===== config.mk =====
export PLATFORM = sky130hd
export DESIGN_NAME = uart_stream_bridge
export DESIGN_NICKNAME = d
export VERILOG_FILES = /design/src/rtl/uart_bridge_pkg.sv /design/src/rtl/sync_fifo.sv /design/src/rtl/uart_stream_bridge.sv
export SDC_FILE = /design/constraint.sdc
export NUM_CORES = 1
export LEC_CHECK = 0
export BUFFER_PORTS_ARGS = -buffer_cell sky130_fd_sc_hd__buf_2
export CORE_ASPECT_RATIO = 0.5
export CORE_UTILIZATION = 54
export CTS_BUF_LIST = sky130_fd_sc_hd__clkbuf_4 sky130_fd_sc_hd__clkbuf_8 sky130_fd_sc_hd__clkbuf_16
export DETAILED_ROUTE_END_ITERATION = 8
export HOLD_SLACK_MARGIN = 0.1
export PLACE_DENSITY = 0.84
export SYNTH_ARGS = -nofsm -noshare
export SYNTH_HDL_FRONTEND = slang
export SYNTH_SLANG_ARGS = --single-unit
export TNS_END_PERCENT = 5

===== constraint.sdc =====
create_clock -name i_clk -period 2.65 [get_ports i_clk]
set_input_delay 0.265 -clock i_clk [delete_from_list [all_inputs] [get_ports i_clk]]
set_output_delay 0.265 -clock i_clk [all_outputs]
set_load 0.05 [all_outputs]

===== src/rtl/uart_bridge_pkg.sv =====
// Shared types and constants for the UART stream bridge.
package uart_bridge_pkg;

    typedef enum logic [1:0] {
        StIdle,
        StWaitBusy,
        StWaitDone
    } tx_state_e;

    localparam int unsigned BusyTimeout = 2;
    localparam int unsigned WaitCntW    = $clog2(BusyTimeout + 1);

endpackage


===== src/rtl/sync_fifo.sv =====
// Synchronous FIFO with wrap-bit pointers; full/empty/level derived from the pointer difference.
module sync_fifo #(
    parameter int unsigned DATA_W = 8,
    parameter int unsigned DEPTH  = 16
) (
    input  logic                     i_clk,
    input  logic                     i_rst,
    input  logic                     i_push,
    input  logic [DATA_W-1:0]        i_wdata,
    input  logic                     i_pop,
    output logic [DATA_W-1:0]        o_rdata,
    output logic                     o_full,
    output logic                     o_empty,
    output logic [$clog2(DEPTH):0]   o_level
);

    localparam int unsigned AW = $clog2(DEPTH);

    logic [AW:0]       r_wptr;
    logic [AW:0]       r_rptr;
    logic [DATA_W-1:0] r_mem [DEPTH];
    logic              w_do_push;
    logic              w_do_pop;

    assign o_level = r_wptr - r_rptr;
    assign o_empty = (r_wptr == r_rptr);
    assign o_full  = (r_wptr[AW] != r_rptr[AW]) && (r_wptr[AW-1:0] == r_rptr[AW-1:0]);
    assign o_rdata = r_mem[r_rptr[AW-1:0]];

    // A push into a full FIFO is accepted only when the head leaves in the same cycle.
    assign w_do_pop  = i_pop && !o_empty;
    assign w_do_push = i_push && (!o_full || w_do_pop);

    always_ff @(posedge i_clk) begin
        if (i_rst) begin
            r_wptr <= '0;
            r_rptr <= '0;
        end else begin
            if (w_do_push) begin
                r_wptr <= r_wptr + 1'b1;
            end
            if (w_do_pop) begin
                r_rptr <= r_rptr + 1'b1;
            end
        end
    end

    always_ff @(posedge i_clk) begin
        if (w_do_push) begin
            r_mem[r_wptr[AW-1:0]] <= i_wdata;
        end
    end

endmodule


===== src/rtl/uart_stream_bridge.sv =====
// Bridges UART rx bytes through a processor or matched-latency bypass into a FIFO,
// then paces them out to the UART transmitter; also provides a heartbeat.
module uart_stream_bridge
    import uart_bridge_pkg::*;
#(
    parameter int unsigned DATA_W   = 8,
    parameter int unsigned DEPTH    = 16,
    parameter int unsigned PROC_LAT = 1,
    parameter int unsigned HB_DIV   = 10000
) (
    input  logic                   i_clk,
    input  logic                   i_rst,
    input  logic                   i_rx_done,
    input  logic [DATA_W-1:0]      i_rx_data,
    input  logic                   i_bypass,
    output logic                   o_proc_en,
    output logic [DATA_W-1:0]      o_proc_in,
    input  logic [DATA_W-1:0]      i_proc_out,
    input  logic                   i_tx_busy,
    output logic                   o_tx_start,
    output logic [DATA_W-1:0]      o_tx_data,
    output logic [$clog2(DEPTH):0] o_fifo_level,
    output logic                   o_overflow,
    output logic                   o_heartbeat
);

    localparam int unsigned HbW = $clog2(HB_DIV);

    logic                             r_rx_hist;
    logic                             r_proc_en;
    logic [DATA_W-1:0]                r_proc_in;
    logic [PROC_LAT:0]                r_pipe_vld;
    logic [PROC_LAT:0]                r_pipe_byp;
    logic [PROC_LAT:0][DATA_W-1:0]    r_pipe_dat;
    logic                             r_overflow;
    logic [HbW-1:0]                   r_hb_cnt;
    logic                             r_heartbeat;
    tx_state_e                        r_state;
    logic                             r_tx_start;
    logic [DATA_W-1:0]                r_tx_data;
    logic [WaitCntW-1:0]              r_wait_cnt;

    logic                             w_capture;
    logic                             w_push;
    logic [DATA_W-1:0]                w_push_data;
    logic                             w_pop;
    logic [DATA_W-1:0]                w_fifo_rdata;
    logic                             w_fifo_full;
    logic                             w_fifo_empty;

    assign w_capture = i_rx_done && !r_rx_hist;

    always_ff @(posedge i_clk) begin
        if (i_rst) begin
            r_rx_hist <= 1'b1;
            r_proc_en <= 1'b0;
            r_proc_in <= '0;
        end else begin
            r_rx_hist <= i_rx_done;
            r_proc_en <= w_capture;
            if (w_capture) begin
                r_proc_in <= i_rx_data;
            end
        end
    end

    // One extra stage so the token exits exactly when the processor result is valid.
    always_ff @(posedge i_clk) begin
        if (i_rst) begin
            r_pipe_vld <= '0;
            r_pipe_byp <= '0;
            r_pipe_dat <= '0;
        end else begin
            r_pipe_vld <= {r_pipe_vld[PROC_LAT-1:0], w_capture};
            r_pipe_byp <= {r_pipe_byp[PROC_LAT-1:0], i_bypass};
            r_pipe_dat <= {r_pipe_dat[PROC_LAT-1:0], i_rx_data};
        end
    end

    assign w_push      = r_pipe_vld[PROC_LAT];
    assign w_push_data = r_pipe_byp[PROC_LAT] ? r_pipe_dat[PROC_LAT] : i_proc_out;

    sync_fifo #(
        .DATA_W (DATA_W),
        .DEPTH  (DEPTH)
    ) u_fifo (
        .i_clk   (i_clk),
        .i_rst   (i_rst),
        .i_push  (w_push),
        .i_wdata (w_push_data),
        .i_pop   (w_pop),
        .o_rdata (w_fifo_rdata),
        .o_full  (w_fifo_full),
        .o_empty (w_fifo_empty),
        .o_level (o_fifo_level)
    );

    always_ff @(posedge i_clk) begin
        if (i_rst) begin
            r_overflow <= 1'b0;
        end else if (w_push && w_fifo_full && !w_pop) begin
            r_overflow <= 1'b1;
        end
    end

    assign w_pop = (r_state == StIdle) && !w_fifo_empty && !i_tx_busy;

    // Busy timeout is counted from the pop cycle, so an idle UART yields a 3-cycle cadence.
    always_ff @(posedge i_clk) begin
        if (i_rst) begin
            r_state    <= StIdle;
            r_tx_start <= 1'b0;
            r_tx_data  <= '0;
            r_wait_cnt <= '0;
        end else begin
            r_tx_start <= 1'b0;
            unique case (r_state)
                StIdle: begin
                    if (w_pop) begin
                        r_tx_data  <= w_fifo_rdata;
                        r_tx_start <= 1'b1;
                        r_wait_cnt <= WaitCntW'(1);
                        r_state    <= StWaitBusy;
                    end
                end
                StWaitBusy: begin
                    if (i_tx_busy || (r_wait_cnt >= WaitCntW'(BusyTimeout - 1))) begin
                        r_state <= StWaitDone;
                    end else begin
                        r_wait_cnt <= r_wait_cnt + 1'b1;
                    end
                end
                StWaitDone: begin
                    if (!i_tx_busy) begin
                        r_state <= StIdle;
                    end
                end
                default: r_state <= StIdle;
            endcase
        end
    end

    always_ff @(posedge i_clk) begin
        if (i_rst) begin
            r_hb_cnt    <= '0;
            r_heartbeat <= 1'b0;
        end else if (r_hb_cnt == HbW'(HB_DIV - 1)) begin
            r_hb_cnt    <= '0;
            r_heartbeat <= ~r_heartbeat;
        end else begin
            r_hb_cnt <= r_hb_cnt + 1'b1;
        end
    end

    assign o_proc_en   = r_proc_en;
    assign o_proc_in   = r_proc_in;
    assign o_tx_start  = r_tx_start;
    assign o_tx_data   = r_tx_data;
    assign o_overflow  = r_overflow;
    assign o_heartbeat = r_heartbeat;

endmodule


==> flow_metrics.env <==
export IMPL_regArea_um2=5210
export IMPL_post_drt_wl_per_cell_um=20.2
export IMPL_grt_usage_pct=23.7
export IMPL_worst_slew_pin_slew_ns=1.18
export IMPL_synthCells=541
export IMPL_max_slew_margin_pct=20.5
export IMPL_period_needed_ns=2.54
export IMPL_vdd_drop_max_mv=0.558
export IMPL_rr_worst_depth=6
export IMPL_placed_area_um2=8150
export IMPL_finalSetupViolations=0
export IMPL_vias=4730
export IMPL_postSynth_asyncResetShare_pct=0
export IMPL_grt_max_degree=39
export IMPL_yosys_warnings=0
export IMPL_critPathKind="reg -> out"
export IMPL_hold_viol=0
export IMPL_die_area_um2=14700
export IMPL_timing_final_crit_share_pct=95.8
export IMPL_dp_cells=767
export IMPL_setup_ws_ns=0.111
export IMPL_cp_end_kind="output pin"
export IMPL_synth_enable_flop_cells=128
export IMPL_reg2reg_slack_ns=0.23
export IMPL_hpwl_um=10400
export IMPL_numClockSinks=196
export IMPL_diodes=0
export IMPL_synth_ff_type="edfxtp_1"
export IMPL_syn_area_um2=7690
export IMPL_power_density_nw_per_um2=688
export IMPL_hp_class="in -> reg"
export IMPL_synth_top_cell_area_share_pct=50.0
export IMPL_antenna_left=0
export IMPL_postCtsSetupRepairBufs=0
export IMPL_n_fill_cell=920
export IMPL_drt_iter0_markers=505
export IMPL_nNetsFinal=637
export IMPL_antenna_found_initial=1
export IMPL_max_freq_mhz=394
export IMPL_num_io_pins=46
export IMPL_drv_slew=0
export IMPL_cts_htree_levels=4
export IMPL_yosysUniqueCellTypes=48
export IMPL_clk_pin_slew_ns=0.07
export IMPL_grt_pass1_vias=4582
export IMPL_power_mw=6.09
export IMPL_crit_fanout=5
export IMPL_timing_rr_start="u_fifo.r_wptr[0]$_SDFFE_PP0P_"
export IMPL_row_count=30
export IMPL_crit_path_start_kind="flop"
export IMPL_holdPathStages=3
export IMPL_skew_ns=0.0167
export IMPL_ys_seq_area_share_pct=67.7
export IMPL_holdWs_ns=0.161
export IMPL_die_h_um=86.4
export IMPL_worstPathRequired_ns=2.38
export IMPL_coreArea_um2=13700
export IMPL_critical_path_reg2reg_endpoint="u_fifo.r_mem[10][2]$_DFFE_PP_"
export IMPL_grt_pass1_wl_um=25000
export IMPL_drive_above_1_share_pct=20.7
export IMPL_utilization_pct=64.6
export IMPL_die_x_um=171
export IMPL_max_cap_violations=0
export IMPL_p_leak_nw=2.97
export IMPL_netlist_top_cells_count="edfxtp_1 (128), dfxtp_1 (68), nor2_1 (51)"
export IMPL_worstHoldEndpoint="r_state[1]$_SDFFE_PP0P_"
export IMPL_status="finished, final reports clean"
export IMPL_cts_made_buffers=17
export IMPL_dr_pass1_iters=5
export IMPL_post_synth_top_count_cell="edfxtp_1"
export IMPL_worstHoldStart="i_tx_busy"
export IMPL_area_growth_pct=15.1
export IMPL_pre_cts_slack_ns=0.0899
export IMPL_syn_area_per_cell_um2=14.2
export IMPL_multi_input_area_um2=2300
export IMPL_drc=0
export IMPL_post_drt_via_cell_ratio=5.85
export IMPL_start_util_pct=56.1
export IMPL_setup_tns_ns=0
export IMPL_final_cell_area_um2=8840
export IMPL_crit_arrival_ns=2.27
export IMPL_synth_net_count=574
export IMPL_cp_startpoint="u_fifo.r_wptr[0]$_SDFFE_PP0P_"
export IMPL_layout_cells_non_filler=809
export IMPL_grt_overflow=0
export IMPL_wl_um=16400
export IMPL_synthTopCellsByArea="edfxtp_1 (50%), dfxtp_1 (18%), mux4_2 (4.7%)"
export IMPL_clk_latency_ns=0.44
export IMPL_cts_max_path_buffers=2
export IMPL_place_congestion=0.830
export IMPL_port_buffers=45
export IMPL_rsz0062_at_grt="false"
export IMPL_tritoncts="yes"
export IMPL_synth_top_cell_by_area="edfxtp_1"
export IMPL_ys_ff_latch=196
export IMPL_root_buffer="clkbuf_16"
-- logic make-up after synthesis --
| logic type | count (synthesis) | synth area share (%) |
|---|---|---|
| XOR/XNOR | 24 | 2.73 |
| adder cells (fa/ha/maj) | 12 | 2.05 |
| buffers and inverters | 43 | 2.51 |
| AO/OA/AOI/OAI | 70 | 5.88 |
| AND/OR/NAND/NOR | 139 | 8.97 |
| multiplexers | 57 | 10.2 |
| flip-flops | 196 | 67.7 |
-- area by class of cell --
cell class,instances,share of cell area [%]
sequential,196,58.9
multi-input combinational,302,26.0
timing repair buffer,71,5.11
clock buffer,18,4.97
tap,192,2.72
clock inverter,14,1.66
inverter,16,0.679
-- how the worst max path moves through the flow --
stage                                          endpoint  slack [ns]  cells after the start
final                                   o_fifo_level[4]        0.11                      8
after CTS                               o_fifo_level[4]        0.03                      8
after floorplan            u_fifo.r_mem[1][0]$_DFFE_PP_       -0.24                      9
after detailed placement  u_fifo.r_mem[12][0]$_DFFE_PP_        0.09                      6
after global routing                    o_fifo_level[4]        0.03                      8
after global placement    u_fifo.r_mem[14][3]$_DFFE_PP_        0.33                      6
-- where the power goes --
| part | internal (mW) | total, mW | switching, mW | leakage [nW] |
|---|---|---|---|---|
| clock network | 1.35 | 2.50 | 1.15 | 0.286 |
| logic | 0.0871 | 0.274 | 0.187 | 0.976 |
| registers | 3.29 | 3.31 | 0.0187 | 1.71 |
| total | 4.73 | 6.09 | 1.36 | 2.97 |
-- worst max-delay path: stages, from the launching register on --
cell	delay, ns
dfxtp_2	0.38
inv_1	0.10
ha_1	0.22
fa_1	0.41
inv_1	0.07
a21o_1	0.10
a21oi_1	0.07
xnor2_1	0.24
buf_4	0.25
-- registers in the layout, indices dropped and copies added, names as in the netlist --
signal         count
u_fifo.r_mem     128
r_pipe_dat        16
r_hb_cnt          14
o_proc_in          8
o_tx_data          8
u_fifo.r_rptr      5
u_fifo.r_wptr      5
r_pipe_byp         2
r_pipe_vld         2
r_state            2
r_wait_cnt         2
o_heartbeat        1
o_overflow         1
o_tx_start         1
r_rx_hist          1
-- layout by cell type, fill, tap and decap left out, drive strengths merged, types with 2 or more instances in the layout --
master,n
edfxtp,128
dfxtp,68
buf,61
nor2,51
mux2i,33
nand2,28
a21oi,24
nor2b,22
inv,22
clkbuf,18
mux4,16
xnor2,15
o21ai,12
ha,11
dlygate4sd3,10
nor3,10
xor2,9
mux2,8
a221oi,8
o22ai,8
a311oi,8
clkinv,6
nand2b,5
nand4,5
nand3,4
or3,3
o311ai,3
a21o,2
nand3b,2
or2,2
-- routing by layer --
layer  share of wire [%]  global-route usage (%)
met5                   0                       0
met4                 2.0                    9.91
met3                  11                    7.26
met2                  47                    37.1
met1                  40                    31.0
-- repair_timing --
action / in CTS / in global routing
pin swaps: 0 / 0
gates resized for setup: 1 / 5
hold endpoints to repair: 18 / 0
hold buffers: 10 / 0
gates cloned: 0 / 0
endpoints found under the setup margin: 1 / 25
Power figures use the tool's default switching activity.
